==> config.mk <==
export PLATFORM = sky130hd
export DESIGN_NAME = gen_parity_acc_flat
export DESIGN_NICKNAME = d
export VERILOG_FILES = /design/src/rtl/gen_parity_acc_if.sv /design/src/rtl/gen_parity_acc.sv /design/src/flat_wrapper.sv
export SDC_FILE = /design/constraint.sdc
export NUM_CORES = 1
export LEC_CHECK = 0
export ABC_AREA = 1
export BUFFER_PORTS_ARGS = -buffer_cell sky130_fd_sc_hd__buf_4
export CAP_MARGIN = 20
export CORE_ASPECT_RATIO = 0.9
export CORE_UTILIZATION = 50
export DETAILED_ROUTE_END_ITERATION = 12
export GPL_TIMING_DRIVEN = 0
export PLACE_DENSITY = 0.75
export SETUP_SLACK_MARGIN = 0.05
export SYNTH_ARGS = -nofsm -noshare
export SYNTH_HDL_FRONTEND = slang
export SYNTH_HIERARCHICAL = 1
export SYNTH_SLANG_ARGS = --single-unit
==> constraint.sdc <==
create_clock -name clk -period 1.1 [get_ports clk]
set_input_delay 0 -clock clk [delete_from_list [all_inputs] [get_ports clk]]
set_output_delay 0 -clock clk [all_outputs]
set_load 0.01 [all_outputs]
==> src/rtl/gen_parity_acc_if.sv <==
// Handshake bundle for gen_parity_acc: operand input stream and parity/checksum output stream.
interface gen_parity_acc_if #(
    parameter int WIDTH = 8
);
    logic             in_valid;
    logic             in_ready;
    logic [WIDTH-1:0] a;
    logic [WIDTH-1:0] b;
    logic             out_valid;
    logic             out_ready;
    logic [WIDTH-1:0] out_y;
    logic             out_last;
    logic [WIDTH-1:0] out_acc;

    modport master (
        output in_valid, a, b, out_ready,
        input  in_ready, out_valid, out_y, out_last, out_acc
    );

    modport slave (
        input  in_valid, a, b, out_ready,
        output in_ready, out_valid, out_y, out_last, out_acc
    );
endinterface

==> src/rtl/gen_parity_acc.sv <==
// Two-stage per-lane tapped-XOR parity pipe with optional frame checksum.
// Frame counter / accumulator / out_last / out_acc exist only under GEN_PARITY_FRAME_ACC_EN.
module gen_parity_lane #(
    parameter int TAPS = 5,
    parameter bit EVEN = 1'b1
) (
    input  logic            a,
    input  logic            b,
    input  logic [TAPS-1:0] taps,
    output logic            m_lo,
    output logic            m_hi,
    output logic            y
);
    assign m_lo = EVEN ? (a & b) : (a | b);
    assign m_hi = EVEN ? (a | b) : (a & b);
    assign y    = ^taps;
endmodule

module gen_parity_acc #(
    parameter int WIDTH     = 8,
    parameter int TAPS      = 5,
    parameter int STRIDE    = 2,
    parameter int FRAME_LEN = 4
) (
    input  logic            clk,
    input  logic            rst,
    gen_parity_acc_if.slave bus
);
    localparam int MW     = 2 * WIDTH;
    // vld_pipe[0] is the mix stage, vld_pipe[STAGES] drives out_valid
    localparam int STAGES = 1;

    typedef struct packed {
        logic [WIDTH-1:0] a;
        logic [WIDTH-1:0] b;
    } req_t;

    req_t              req;
    logic [STAGES:0]   vld_pipe;
    logic [MW-1:0]     m_d;
    logic [MW-1:0]     m_q;
    logic [WIDTH-1:0]  y_d;
    logic [WIDTH-1:0]  y_q;
    logic              adv;

    assign req = '{a: bus.a, b: bus.b};
    assign adv = !vld_pipe[STAGES] || bus.out_ready;

    for (genvar i = 0; i < WIDTH; i++) begin : g_lane
        logic [TAPS-1:0] taps;
        for (genvar j = 0; j < TAPS; j++) begin : g_tap
            assign taps[j] = m_q[(i + STRIDE * j) % MW];
        end
        gen_parity_lane #(
            .TAPS (TAPS),
            .EVEN ((i % 2) == 0)
        ) u_lane (
            .a    (req.a[i]),
            .b    (req.b[i]),
            .taps (taps),
            .m_lo (m_d[i]),
            .m_hi (m_d[i + WIDTH]),
            .y    (y_d[i])
        );
    end

    // Global stall: both stages move together only when the output slot frees up
    always_ff @(posedge clk) begin
        if (rst) begin
            vld_pipe <= '0;
            m_q      <= '0;
            y_q      <= '0;
        end else if (adv) begin
            vld_pipe <= {vld_pipe[STAGES-1:0], bus.in_valid};
            if (bus.in_valid) m_q <= m_d;
            if (vld_pipe[0])  y_q <= y_d;
        end
    end

    assign bus.in_ready  = adv;
    assign bus.out_valid = vld_pipe[STAGES];
    assign bus.out_y     = y_q;

`ifdef GEN_PARITY_FRAME_ACC_EN
    localparam int CW = (FRAME_LEN > 1) ? $clog2(FRAME_LEN) : 1;

    logic [CW-1:0]    beat_cnt;
    logic [WIDTH-1:0] run_acc;
    logic             xfer;
    logic             last_beat;

    assign xfer      = vld_pipe[STAGES] && bus.out_ready;
    assign last_beat = (beat_cnt == CW'(FRAME_LEN - 1));

    always_ff @(posedge clk) begin
        if (rst) begin
            beat_cnt <= '0;
            run_acc  <= '0;
        end else if (xfer) begin
            if (last_beat) begin
                beat_cnt <= '0;
                run_acc  <= '0;
            end else begin
                beat_cnt <= beat_cnt + CW'(1);
                run_acc  <= run_acc ^ y_q;
            end
        end
    end

    // Accumulator includes the beat currently on out_y, so it is complete on the last beat
    assign bus.out_last = vld_pipe[STAGES] && last_beat;
    assign bus.out_acc  = run_acc ^ y_q;
`else
    assign bus.out_last = 1'b0;
    assign bus.out_acc  = '0;
`endif
endmodule

==> src/flat_wrapper.sv <==
// flat-port wrapper written by rule: the top's interface ports become plain ports
module gen_parity_acc_flat 
#(
    parameter int WIDTH     = 8,
    parameter int TAPS      = 5,
    parameter int STRIDE    = 2,
    parameter int FRAME_LEN = 4
)
  (clk, rst, bus_in_valid, bus_a, bus_b, bus_out_ready, bus_in_ready, bus_out_valid, bus_out_y, bus_out_last, bus_out_acc);
  gen_parity_acc_if #(.WIDTH(WIDTH)) bus_i ();
  input  logic clk;
  input  logic rst;
  input wire logic [$bits(bus_i.in_valid)-1:0] bus_in_valid;
  input wire logic [$bits(bus_i.a)-1:0] bus_a;
  input wire logic [$bits(bus_i.b)-1:0] bus_b;
  input wire logic [$bits(bus_i.out_ready)-1:0] bus_out_ready;
  output wire logic [$bits(bus_i.in_ready)-1:0] bus_in_ready;
  output wire logic [$bits(bus_i.out_valid)-1:0] bus_out_valid;
  output wire logic [$bits(bus_i.out_y)-1:0] bus_out_y;
  output wire logic [$bits(bus_i.out_last)-1:0] bus_out_last;
  output wire logic [$bits(bus_i.out_acc)-1:0] bus_out_acc;
  assign bus_i.in_valid = bus_in_valid;
  assign bus_i.a = bus_a;
  assign bus_i.b = bus_b;
  assign bus_i.out_ready = bus_out_ready;
  assign bus_in_ready = bus_i.in_ready;
  assign bus_out_valid = bus_i.out_valid;
  assign bus_out_y = bus_i.out_y;
  assign bus_out_last = bus_i.out_last;
  assign bus_out_acc = bus_i.out_acc;
  gen_parity_acc #(.WIDTH(WIDTH), .TAPS(TAPS), .STRIDE(STRIDE), .FRAME_LEN(FRAME_LEN)) u_core (.clk(clk), .rst(rst), .bus(bus_i));
endmodule
==> results by group <==
Floorplanning
  – Initial core utilization: 52.3%
  – Placeable Area: 3700 µm²
  – Die width: 67.7 µm
  – Die ar.: 4130 µm²
  – # rows: 21
  – Die H: 61.1 µm
  – I/O Pins: 39

Routing
  – Vias per inst: 4.69
  – Final WL: 4.42 mm
  – Antenna viol nets, final: 0
  – # DRC: 0
  – 1st-iter DRT viols: 65
  – Vias after detailed routing: 1891
  – Routed wire per std cell: 11.0 µm
  – First-pass DRT Iterations: 5

Timing
  – Fin worst setup slack: -0.0625 ns
  – Slew Viols, Final: 0
  – Unrepaired setup endpoints after global routing: yes
  – Clock skew: 0.00251 ns
  – Fin. Hold Viols: 0
  – Final setup vio count: 7
  – Fmax: 860 MHz
  – Final hold slack: 0.0506 ns
  – Fin crit share: 106%
  – Final min period: 1.16 ns

Clocking
  – Clk buf depth: 2
  – Clock latency on the worst-skew pair: 0.27 ns
  – CTS tree: built
  – Root buffer cell: clkbuf_8
  – CTS clock-pin slew for the worst setup and hold paths: 0.09 ns
  – Clk sinks: 26
  – CTS H-tree depth: 1
  – CTS Buf Count: 3

Cells and area
  – Most common cell after layout, fill and taps aside: nand2_1
  – Ratio of cells with drive above 1 in the final layout: 38.1%
  – Layout filler cell count: 354
  – Utilization after layout: 65.8%
  – Layout area overhead: 25.7%
  – Antenna cell count: 0
  – Final layout net count: 378
  – Most frequent cells in the layout: nand2_1, inv_1, buf_4, nand3_1, nand2_2

Worst setup path
  – CP arrival: 1.34 ns
  – Crit path max-delay family: simple AND/OR/NAND/NOR gates
  – Worst path buffer plus inverter count: 2
  – RR Startpoint: u_core/m_q[10]
  – Critical Path Source: u_core/m_q[10]
  – CP dominant cell by count: nand2_1
  – Crit-path cells: inv_2 -> nand2_2 -> nand2_2 -> nand2_2 -> nand2_1 -> nand2_1 -> nand2_1 -> inv_1 -> nand3_1 -> nand2_1 -> nor2_1
  – WP data required: 1.27 ns
  – Slowest cell on crit path: dfxtp_4
  – Peak fanout along the critical path: 6
  – Element type at the critical path end: flip-flop
  – Worst setup SP type: flip-flop
  – CP max stage delay: 0.40 ns
  – Worst setup path class: reg2reg

Power and ir drop
  – Leakage: 1.38 nW
  – Peak VDD IR: 0.680 mV
  – PD cells: 1060 nW/µm²

Logic synthesis
  – #FFs+latches synth: 26
  – Syn_area_per_cell: 6.20 µm²
  – Post-synthesis cell area: 1940 µm²
  – Register area share after synthesis: 26.8%
  – Cell variety after synth: 17
  – Syn Inst Count: 313
  – Synth warnings: 6

Placement
  – Placer Congestion: 0.820
  – Port Buffer Count: 28
  – HPWL after DPL: 3.04 mm

Outcome
  – Failing checks: negative setup slack
  – Status: finished, violations left

GRT
  – Vias in the first global route: 1689
  – First-pass GRT wire length: 7.37 mm
  – Remaining global-route overflow: 0
  – Largest net degree at the start of global routing: 15
  – Initial antenna violation count: 0
  – GRT Overall Usage: 23.7%

Job
  – Max-cap violations: 0

Worst hold path
  – Hold_sp: bus_out_ready
  – Worst hold path type: in2reg
==> layer usage <==
metal / up-vias / global-route usage (%) / routed length [µm] / share of wire (%)
met4: 0 / 3.04 / 7 / 0.16
met3: 2 / 3.33 / 303 / 6.9
met5: - / 0 / 0 / 0
met2: 65 / 40.9 / 2160 / 49
met1: 822 / 32.3 / 1950 / 44
li1: 1002 / - / - / -
==> tightest hold or removal path: stages <==
cell,delay [ns]
buf_4,0.08
inv_1,0.06
nand3_1,0.09
a21oi_2,0.06
==> power breakdown <==
group | switching [mW] | internal (mW)
logic | 0.455 | 0.385
clock network | 0.297 | 0.320
registers | 0.104 | 1.01
==> cells by family after synthesis <==
group	Yosys count	share of synthesized area, %
buffers and inverters	89	23.2
AO/OA/AOI/OAI	26	7.48
XOR/XNOR	8	3.61
other	1	0.193
flip-flops	26	26.8
AND/OR/NAND/NOR	163	38.7
==> what timing repair did <==
action                                  in CTS  in global routing
buffers inserted                             1                  2
hold buffers                                 1                  0
resized for setup                           26                 25
endpoints found under the setup margin       9                 12
hold endpoints to repair                     2                  0
pin swaps                                    3                 14
==> cell usage after synthesis <==
library cell | instances | area share (%)
clkbuf_8 | 2 | 1.4
dfxtp_1 | 26 | 27
nand2_2 | 16 | 5.2
nand3_1 | 37 | 9.5
xor2_1 | 8 | 3.6
conb_1 | 1 | 0.19
or2_2 | 8 | 2.6
a21oi_2 | 4 | 1.8
buf_4 | 13 | 5.0
buf_2 | 1 | 0.26
a21oi_1 | 22 | 5.7
nand2_4 | 1 | 0.58
buf_6 | 6 | 3.5
inv_1 | 67 | 13
nor2_1 | 24 | 4.6
nand2_1 | 73 | 14
nand3_2 | 4 | 2.1
==> state kept, by name, summed over array words and instances, names as in the netlist <==
| signal | flops |
|---|---|
| u_core/m_q | 16 |
| u_core/bus.out_y | 8 |
| u_core/vld_pipe | 2 |
==> layout make-up <==
class / instances / area [µm²] / share of cell area (%)
Timing Repair Buffer: 32 / 243 / 9.95
Sequential cell: 26 / 564 / 23.1
Tap cell: 46 / 57.6 / 2.36
Inverter: 67 / 251 / 10.3
Buffer: 22 / 198 / 8.11
Multi-Input combinational cell: 206 / 1070 / 43.9
Clock buffer: 4 / 55.1 / 2.26
==> metrics by stage <==
step / total power [mW] / area, µm² / setup WS (ns) / setup TNS, ns / std cells
floorplan: 1.69 / 1980 / 0.0635 / 0 / 321
global placement: 1.88 / 2240 / -0.0839 / -0.154 / 395
detailed placement: 1.90 / 2240 / -0.103 / -0.352 / 395
CTS: 2.54 / 2360 / -0.00300 / -0.00308 / 401
global route: 2.76 / 2440 / -0.142 / -0.996 / 403
finish: 2.58 / 2440 / -0.0625 / -0.172 / 403
==> worst paths after layout <==
kind	to	slack, ns	cells after the start
worst max-delay path	u_core/bus.out_y[6]	-0.06	11
worst min register to register	u_core/bus.out_y[6]	0.49	2
worst max register to register	u_core/bus.out_y[6]	-0.06	11
worst min-delay path	u_core/vld_pipe[0]	0.05	4
Power figures use the tool's default switching activity.
